==> config.mk <==
export PLATFORM = sky130hd
export DESIGN_NAME = chart_sequencer
export DESIGN_NICKNAME = d
export VERILOG_FILES = /design/src/rtl/chart_sequencer.sv
export SDC_FILE = /design/constraint.sdc
export NUM_CORES = 1
export LEC_CHECK = 0
export CAP_MARGIN = 20
export CORE_MARGIN = 10
export CORE_UTILIZATION = 50
export DETAILED_ROUTE_END_ITERATION = 8
export GPL_TIMING_DRIVEN = 0
export PLACE_DENSITY = 0.93
export SLEW_MARGIN = 10
export SYNTH_ARGS = -nofsm -noshare
export SYNTH_HDL_FRONTEND = slang
export SYNTH_SLANG_ARGS = --single-unit
==> constraint.sdc <==
create_clock -name CLOCK_25 -period 4.3 [get_ports CLOCK_25]
set_input_delay 0.86 -clock CLOCK_25 [delete_from_list [all_inputs] [get_ports CLOCK_25]]
set_output_delay 0.86 -clock CLOCK_25 [all_outputs]
set_load 0.02 [all_outputs]
==> src/rtl/chart_sequencer.sv <==
// chart_sequencer: walks a {cmd, delay} chart ROM and issues frame-timed note
// commands to the pattern block over a valid/ready handshake.
module chart_sequencer #(
  parameter int ADDR_W    = 8,
  parameter int CHART_LEN = 256,
  parameter int DELAY_W   = 12
) (
  input  logic              CLOCK_25,
  input  logic              reset,
  input  logic              start,
  input  logic              pause,
  input  logic [9:0]        next_x,
  input  logic [9:0]        next_y,
  input  logic [15:0]       rom_data,
  input  logic              cmd_ready,
  output logic [ADDR_W-1:0] rom_addr,
  output logic [3:0]        command_out,
  output logic              cmd_valid,
  output logic              busy,
  output logic              done,
  output logic [ADDR_W-1:0] entry_idx
);

  localparam logic [ADDR_W-1:0] LAST_ADDR = ADDR_W'(CHART_LEN - 1);

  typedef enum logic [2:0] {
    S_IDLE, S_FETCH, S_LOAD, S_WAIT, S_ISSUE, S_DONE
  } state_t;

  state_t             state, state_nxt;
  logic [DELAY_W-1:0] cnt;
  logic               scan_zero, scan_zero_q, frame_tick, tick_en;
  logic [3:0]         rom_cmd;
  logic [DELAY_W-1:0] rom_dly;

  assign rom_cmd    = rom_data[15:12];
  assign rom_dly    = rom_data[DELAY_W-1:0];
  // Frame starts when the scan position lands on (0,0); a held (0,0) is one tick.
  assign scan_zero  = (next_x == 10'd0) && (next_y == 10'd0);
  assign frame_tick = scan_zero && !scan_zero_q;
  assign tick_en    = frame_tick && !pause;

  assign cmd_valid  = (state == S_ISSUE);
  assign busy       = (state != S_IDLE) && (state != S_DONE);
  assign done       = (state == S_DONE);

  // State register.
  always_ff @(posedge CLOCK_25) begin
    if (reset) state <= S_IDLE;
    else       state <= state_nxt;
  end

  // Next-state logic; start is only honoured from IDLE or DONE.
  always_comb begin
    state_nxt = state;
    case (state)
      S_IDLE:  if (start) state_nxt = S_FETCH;
      S_FETCH: state_nxt = S_LOAD;
      S_LOAD: begin
        if (rom_cmd == 4'd0)                 state_nxt = S_DONE;
        else if (rom_dly == '0)              state_nxt = S_ISSUE;
        else                                 state_nxt = S_WAIT;
      end
      S_WAIT:  if (tick_en && cnt == DELAY_W'(1)) state_nxt = S_ISSUE;
      S_ISSUE: if (cmd_ready) state_nxt = (rom_addr == LAST_ADDR) ? S_DONE : S_FETCH;
      S_DONE:  if (start) state_nxt = S_FETCH;
      default: state_nxt = S_IDLE;
    endcase
  end

  // Datapath: ROM address, latched entry, frame countdown and tick edge register.
  always_ff @(posedge CLOCK_25) begin
    if (reset) begin
      rom_addr    <= '0;
      command_out <= 4'd0;
      entry_idx   <= '0;
      cnt         <= '0;
      scan_zero_q <= 1'b0;
    end else begin
      scan_zero_q <= scan_zero;
      case (state)
        S_IDLE, S_DONE: if (start) rom_addr <= '0;
        S_LOAD: begin
          command_out <= rom_cmd;
          cnt         <= rom_dly;
          entry_idx   <= rom_addr;
        end
        S_WAIT:  if (tick_en) cnt <= cnt - DELAY_W'(1);
        S_ISSUE: if (cmd_ready && rom_addr != LAST_ADDR) rom_addr <= rom_addr + ADDR_W'(1);
        default: ;
      endcase
    end
  end

endmodule
==> impl_metrics.json <==
{
  "cts_buffers": 5,
  "ant_nets": 0,
  "synthArstFlopShare_pct": 0,
  "synth_edf_count": 0,
  "syn-num-nets": 294,
  "drt-initial-drc-count": 162,
  "die_area_mm2": 0.00689,
  "fin_nets": 364,
  "final-hold-violation-count": 0,
  "grt_max_degree": 12,
  "mostFrequentLayoutCells": "63 x clkdlybuf4s50_1, 41 x nand2_1, 36 x dfxtp_1",
  "setup_viol": 0,
  "synth_flop_cell": "dfxtp_1",
  "worst_pin_slew_ps": 603,
  "p_leak_nw": 1.03,
  "yosysWarnings": 0,
  "crit_required_ps": 3440,
  "critPathArrivalTime_ps": 1930,
  "pin_count": 64,
  "fin_skew_ps": 3.81,
  "synth_cell_type_count": 47,
  "cp-start-kind": "flop",
  "chipWidth_um": 83.0,
  "cts_hold_buf": 0,
  "hold_path.class": "flop to flop",
  "rows": 22,
  "irDropWorstVdd_mv": 0.306,
  "ys_seq_area_share_pct": 36.3,
  "layout-drive-gt1-share_pct": 8.41,
  "clock_sinks": 36,
  "start_util_pct": 53.0,
  "hold-path-cell-count": 2,
  "remaining_drc_errors": 0,
  "cts_max_level": 2,
  "vias": 2066,
  "dp_hpwl_mm": 4.46,
  "grt_pass1_vias": 2052,
  "clk_transition_reported_paths_ps": 70,
  "cellPowerDensity_mw_per_mm2": 479,
  "maxClockFrequency_mhz": 358,
  "numPortBuffers": 63,
  "cts_resized": 0,
  "crit_type": "flop to output pin",
  "vias_per_cell": 5.60,
  "clk_path_buf_depth": 2,
  "finalCritPeriodShare_pct": 64.9,
  "dp_worst_setup_slack_ps": 1470,
  "synth_area_mm2": 0.00199,
  "worst_slew_margin_rel_pct": 59.8,
  "place_congestion": 0.898,
  "setup_tns_ps": 0,
  "pwr-share-comb_pct": 48.0,
  "grt_pass1_wl_mm": 9.46,
  "setup_ws_ps": 1510,
  "fin_area_mm2": 0.00277,
  "power.net_switching_w": 0.000543,
  "place_area_mm2": 0.00268,
  "fin_crit_ps": 2790,
  "synthCells": 250,
  "maxSlewViolCount": 0,
  "seqPwrFrac_pct": 33.0,
  "layout_commonest_cell": "clkdlybuf4s50_1",
  "status": "completed",
  "areaGrowthSynthToFinish_pct": 39.5,
  "p_int_w": 0.000783,
  "wl_per_cell_um": 15.5,
  "worstSetupEndpointType": "output pin",
  "globalRoute.totalOverflow": 0,
  "post_cts_buffers": 0,
  "clockPowerShare_pct": 19.0,
  "syn_area_per_cell_um2": 7.94,
  "rsz0062_at_grt": "false",
  "max-cap-violations": 0,
  "grtUsageTotal_pct": 16.2,
  "cts_tree": "yes",
  "ys_ff_latch": 36,
  "fin_hold_ws_ps": 458,
  "clockRootBuffer": "clkbuf_8",
  "nFillCells": 299,
  "r2r_slack_ps": 2320,
  "drt-pass1-iter-count": 5,
  "antenna_found_initial": 0,
  "crit_fanout": 10,
  "diodes": 0,
  "routed_wl_mm": 5.71,
  "die_h_um": 83.0,
  "core_area_mm2": 0.00374,
  "clkLatencyLatePin_ps": 290,
  "r2r_cells": 6,
  "switching_share_pct": 40.9
}
## sequential cells by signal (all words and copies together), names as in the netlist
name and flops:
state 3, rom_addr 8, cnt 12, command_out 4, scan_zero_q 1, entry_idx 8
## worst max-delay path: stages (launching register included)
cell	delay, ps
dfxtp_1	320
buf_2	200
nor2b_1	220
nor2b_1	250
clkdlybuf4s50_1	650
## kinds of logic after synthesis
logic type	Yosys count	share of synthesized area, %
XOR/XNOR	10	4.41
flip-flops	36	36.3
AND/OR/NAND/NOR	123	32.8
buffers and inverters	17	3.84
adder cells (fa/ha/maj)	3	1.89
AO/OA/AOI/OAI	61	20.7
## power groups by stage
stage / combinational (W) / clock, W / sequential [W]
final: 0.000636 / 0.000252 / 0.000437
after global routing: 0.000700 / 0.000270 / 0.000444
after CTS: 0.000630 / 0.000258 / 0.000436
after detailed placement: 0.000627 / 0 / 0.000443
after global placement: 0.000614 / 0 / 0.000441
after floorplan: 0.000428 / 0 / 0.000447
## synth_stat cells (2+ instances only)
cell type	n	area share (%)
or2_2	2	0.63
and3_1	6	1.9
buf_2	4	1.0
xor2_1	10	4.4
inv_1	5	0.95
dfxtp_1	36	36
ha_1	3	1.9
and2_1	3	0.95
o21ai_0	9	2.3
a21oi_1	28	7.1
a211o_1	3	1.3
nand3_1	16	4.0
nor2b_1	4	1.3
nor4_1	7	2.2
clkbuf_1	7	1.3
nor3_1	3	0.76
nor4_4	2	2.1
nor2_1	24	4.5
o21ai_1	2	0.50
nand2_1	41	7.8
or4_4	2	1.1
nand4_1	2	0.63
a21o_1	6	2.3
nand2b_1	2	0.63
## stage by stage
stage | utilization, % | power [W] | cells
global route | 74.0 | 0.00141 | 369
finish | 74.0 | 0.00133 | 369
global placement | 71.5 | 0.00106 | 361
floorplan | - | 0.000875 | 250
CTS | 74.0 | 0.00132 | 369
detailed placement | 71.5 | 0.00107 | 361
## area by class of cell
class,instances,area (um^2),share of cell area (%)
Clock inverter,1,7.51,0.271
Sequential cell,36,721,26.0
Clock buffer,7,86.3,3.12
Buffer,12,57.6,2.08
Timing Repair Buffer,63,631,22.8
Inverter,5,18.8,0.678
Multi-Input combinational cell,197,1190,42.9
Tap cell,48,60.1,2.17
## layer usage
| metal | vias to the layer above | GRT usage, % | wire length [um] |
|---|---|---|---|
| met5 | - | 0 | 0 |
| met4 | 0 | 6.77 | 91 |
| met3 | 7 | 4.98 | 369 |
| met2 | 80 | 27.9 | 2940 |
| met1 | 953 | 17.8 | 2310 |
| li1 | 1026 | - | - |
## worst paths after layout
kind	endpoint	from
setup / recovery	cmd_valid	state[2]
hold / removal	entry_idx[6]	entry_idx[6]
setup reg to reg	rom_addr[5]	rom_addr[0]
hold reg to reg	entry_idx[6]	entry_idx[6]
Note: power is estimated with default switching activity, not from simulation.
